**src/rtl/otf_quotient_converter.sv**
```systemverilog
// On-the-fly conversion of an MSB-first signed-digit quotient stream into two's complement.
// Q and QM (= Q - 1) are kept side by side so each digit only shifts/selects, never carries.
module otf_quotient_converter #(
  parameter int unrolling  = 64,
  parameter int ADDR_WIDTH = 7
) (
  input  logic                 clk,
  input  logic                 asyn_reset,
  input  logic                 enable,
  input  logic                 start,
  input  logic                 q_plus,
  input  logic                 q_minus,
  input  logic                 digit_valid,
  output logic                 digit_ready,
  output logic [unrolling:0]   quot,
  output logic                 quot_valid,
  input  logic                 quot_ack,
  output logic                 quot_zero
);

  localparam int W = unrolling + 1;

  localparam logic [1:0] IDLE    = 2'd0;
  localparam logic [1:0] CONVERT = 2'd1;
  localparam logic [1:0] DONE    = 2'd2;

  localparam logic [ADDR_WIDTH-1:0] LAST_CNT = ADDR_WIDTH'(unrolling - 1);

  logic [1:0]            state_q, state_d;
  logic [ADDR_WIDTH-1:0] cnt_q, cnt_d;
  logic [W-1:0]          q_q, q_d;
  logic [W-1:0]          qm_q, qm_d;
  logic [W-1:0]          quot_q, quot_d;
  logic                  quot_zero_q, quot_zero_d;

  logic                  dig_pos, dig_neg;
  logic [W-1:0]          q_shift, qm_shift;

  // 11 decodes as zero: both bits set cancel each other
  assign dig_pos = q_plus & ~q_minus;
  assign dig_neg = q_minus & ~q_plus;

  always_comb begin
    q_shift  = (q_q << 1) | W'(1);
    qm_shift = q_q << 1;
    if (dig_neg) begin
      q_shift  = (qm_q << 1) | W'(1);
      qm_shift = qm_q << 1;
    end else if (!dig_pos) begin
      q_shift  = q_q << 1;
      qm_shift = (qm_q << 1) | W'(1);
    end
  end

  always_comb begin
    state_d     = state_q;
    cnt_d       = cnt_q;
    q_d         = q_q;
    qm_d        = qm_q;
    quot_d      = quot_q;
    quot_zero_d = quot_zero_q;
    if (enable) begin
      case (state_q)
        IDLE: begin
          if (start) begin
            state_d = CONVERT;
            cnt_d   = '0;
            q_d     = '0;
            qm_d    = '1;
          end
        end
        CONVERT: begin
          // start wins over a same-cycle digit, which is simply dropped
          if (start) begin
            cnt_d = '0;
            q_d   = '0;
            qm_d  = '1;
          end else if (digit_valid) begin
            q_d   = q_shift;
            qm_d  = qm_shift;
            cnt_d = cnt_q + 1'b1;
            if (cnt_q == LAST_CNT) begin
              state_d     = DONE;
              quot_d      = q_shift;
              quot_zero_d = (q_shift == '0);
            end
          end
        end
        DONE: begin
          if (start) begin
            state_d = CONVERT;
            cnt_d   = '0;
            q_d     = '0;
            qm_d    = '1;
          end else if (quot_ack) begin
            state_d = IDLE;
          end
        end
        default: state_d = IDLE;
      endcase
    end
  end

  always_ff @(posedge clk or negedge asyn_reset) begin
    if (!asyn_reset) begin
      state_q     <= IDLE;
      cnt_q       <= '0;
      q_q         <= '0;
      qm_q        <= '1;
      quot_q      <= '0;
      quot_zero_q <= 1'b0;
    end else begin
      state_q     <= state_d;
      cnt_q       <= cnt_d;
      q_q         <= q_d;
      qm_q        <= qm_d;
      quot_q      <= quot_d;
      quot_zero_q <= quot_zero_d;
    end
  end

  assign digit_ready = (state_q == CONVERT);
  assign quot_valid  = (state_q == DONE);
  assign quot        = quot_q;
  assign quot_zero   = quot_zero_q;

endmodule
```
**config.mk**
```make
export PLATFORM = sky130hd
export DESIGN_NAME = otf_quotient_converter
export DESIGN_NICKNAME = d
export VERILOG_FILES = /design/src/rtl/otf_quotient_converter.sv
export SDC_FILE = /design/constraint.sdc
export NUM_CORES = 1
export LEC_CHECK = 0
export BUFFER_PORTS_ARGS = -buffer_cell sky130_fd_sc_hd__buf_2
export CAP_MARGIN = 10
export CORE_AREA = 5 5 218 135
export CTS_BUF_LIST = sky130_fd_sc_hd__clkbuf_16
export DETAILED_ROUTE_END_ITERATION = 16
export DIE_AREA = 0 0 223 140
export PLACE_DENSITY = 0.5
export SLEW_MARGIN = 10
export SYNTH_ARGS = -nofsm -noshare
export SYNTH_HDL_FRONTEND = slang
export SYNTH_SLANG_ARGS = --single-unit
export TNS_END_PERCENT = 100
```
**constraint.sdc**
```tcl
create_clock -name clk -period 2.6 [get_ports clk]
set_input_delay 0.13 -clock clk [delete_from_list [all_inputs] [get_ports clk]]
set_output_delay 0.13 -clock clk [all_outputs]
set_load 0.01 [all_outputs]
```
==> metrics.cfg <==
[global_routing]
grt_antenna_before_repair = 0
grt.met3_usage_pct = 2.84
gr-max-usage-layer = met1
grt_pass1_vias = 6758
globalRouteMet1Util_pct = 27.1
grt_remaining_overflow = 0
grt_first_pass_wirelength_um = 41400
grt_use_met2_pct = 22.0
grt_max_degree = 117
grt_usage_pct = 16.3

[sta]
min_period_ns = 2.07
setup_slack_ns = 0.530
fmaxAchievable_mhz = 483
slew_violations = 0
relSlewSlack_pct = 51.1
hold_violations = 0
min_period_over_period_pct = 79.6
rsz0062_at_grt = false
fin_tns_setup_ns = 0
fin_skew_ns = 0.0123
worstMarginPinSlew_ns = 0.726
finalSetupViolations = 0

[worst_setup_path]
rrSetupSlack_ns = 0.53
crit_type = reg2reg
start_kind = register
end_kind = register
r2r_cells = 6
cpPeakStageDelay_ns = 0.56
rr_endpoint = state_q[1]
cp_slowest_cell = dlygate4sd3_1
path_max_fanout = 6
crit_arrival_ns = 2.52
cp_data_required_time_ns = 3.05
r2r-start = cnt_q[0]
crit_chain = ha_1, nand3_2, nor3_1, a31oi_1, o22ai_1, dlygate4sd3_1

[die]
rows = 47
pin_count = 76
die_h_um = 140
die_w_um = 223
core-area_um2 = 27200
start_util_pct = 34.6
die_area_um2 = 31200

[layout]
drive_gt1_share_pct = 20.7
final_nets = 964
fillers = 2717
final_common_cell = nand2_1
antenna_cells = 0
final_cell_mix = 141 x nand2_1, 139 x dfrtp_1, 127 x mux2i_1
syn2layout_area_growth_pct = 16.3

[synth]
yosys.area.top_type = dfrtp_1
synth_cell_types = 35
syn_area_per_cell_um2 = 10.4
syn_area_um2 = 9400
synth_cells = 904
ys_seq_area_share_pct = 54.9
synth_warnings = 0
netlist.area_leader.share_pct = 37.0
synth_area_leaders = dfrtp_1 37%, dfstp_2 18%, mux2i_1 14%, nand2_1 5.6%, o31ai_1 5.1%
postSynthNetCount = 916
ys_seq_elements = 203

[clock_network]
clock_path_buffers = 3
hold_buffers = 4
ctsResizeCount = 0
cts_buffers = 21
cts_tree = done
clkTransAtPathRegs_ns = 0.06
cts_setup_buffers = 0
clk_latency_ns = 0.52
clock_sinks = 203
clockRootBuffer = clkbuf_16
htree_levels = 1

[min_path]
min_path_cells = 6
min-delay-start = digit_valid
hold_path.class = in2reg
hold_end = quot_zero

[detailed_routing]
avgRoutedWirePerCell_um = 19.1
via_count = 6919
drtIter0Drc = 510
ant_nets = 0
first_pass_iters = 4
wirelength_um = 25400
route.detailed.drc = 0
via_per_inst = 5.19

[power_and_ir_drop]
ir_drop_v = 0.000354
p_leak_nw = 4.99
power.density_nw_per_um2 = 762
power.total_mw = 8.33

[placement]
dp_hpwl_um = 16800
port_buffers = 75
pre_cts_ws_ns = 0.568
routabilityCongestion = 0.779

[run_status]
run_status = finished, final reports clean

[run]
drv_cap = 0

synthesized netlist by cell type, drive strengths merged:
library cell	number
nand2	141
dfrtp	139
mux2i	127
o21ai	77
nor2	72
a31oi	65
dfstp	64
o31ai	64
clkbuf	44
buf	32
nor4	27
nand3	9
nor3	9
nand4	6
a21oi	4
ha	4
inv	3
nand2b	3
and3	2
nor2b	2
o22ai	2
a21o	1
a22oi	1
nand4bb	1
nor3b	1
nor4b	1
o22a	1
o41ai	1
or4	1
critical path, delay by kind of cell (launching register included):
| family | cells | cell delay [ns] |
|---|---|---|
| buffers and inverters | 1 | 0.56 |
| adder cells (fa/ha/maj) | 1 | 0.21 |
| AO/OA/AOI/OAI | 2 | 0.28 |
| flip-flops | 1 | 0.37 |
| AND/OR/NAND/NOR | 2 | 0.58 |
layer usage:
layer | vias to the layer above | share of wire (%)
li1 | 3375 | -
met1 | 3397 | 55
met2 | 120 | 40
met3 | 27 | 4.0
met4 | 0 | 1.3
met5 | - | 0
sequential cells by signal, indices dropped and copies added (netlist names):
signal	count
q_q	64
cnt_q	7
state_q	2
quot	65
qm_q	64
quot_zero	1
through the flow:
step	hold slack [ns]	instances	cell area (µm²)	util (%)
6_report	0.181	1334	10900	40.3
5_1_grt	0.188	1334	10900	40.3
4_1_cts	0.158	1334	10900	40.3
3_5_place_dp	0.225	1292	10200	37.5
3_3_place_gp	0.225	1292	10200	37.5
2_1_floorplan	-0.166	904	9400	-
how the worst max path moves through the flow:
stage,startpoint,end,slack (ns),depth (start not counted)
finish,cnt_q[0],state_q[1],0.53,6
global route,cnt_q[0],quot[3],0.32,6
CTS,cnt_q[0],state_q[1],0.55,6
detailed placement,cnt_q[0],quot[54],0.57,6
global placement,cnt_q[0],quot[57],0.62,6
floorplan,cnt_q[0],quot_zero,0.73,8
cell type report:
type	instances	area (µm²)	share of cell area (%)
well taps	367	459	4.20
clock inverters	17	178	1.62
flip-flops and latches	203	5160	47.2
multi-input cells	622	3900	35.7
inverters	3	11.3	0.103
clock buffers	21	526	4.81
repair buffers	101	702	6.42
logic make-up (layout without fill, tap and decap cells):
kind of cell / count (synthesis) / after routing / share of synthesized area (%)
fa+ha+maj: 4 / 4 / 0.532
buf+inv: 79 / 142 / 4.14
simple gates: 275 / 275 / 12.7
mux: 127 / 127 / 13.5
compound gates: 216 / 216 / 14.3
flops: 203 / 203 / 54.9
report_power, final:
part | leakage, nW | internal [mW] | switching, mW
clock network | 0.361 | 1.87 | 1.30
registers | 2.58 | 3.56 | 0.357
logic | 2.04 | 0.464 | 0.781
total | 4.99 | 5.89 | 2.44
Note: power is estimated with default switching activity, not from simulation.
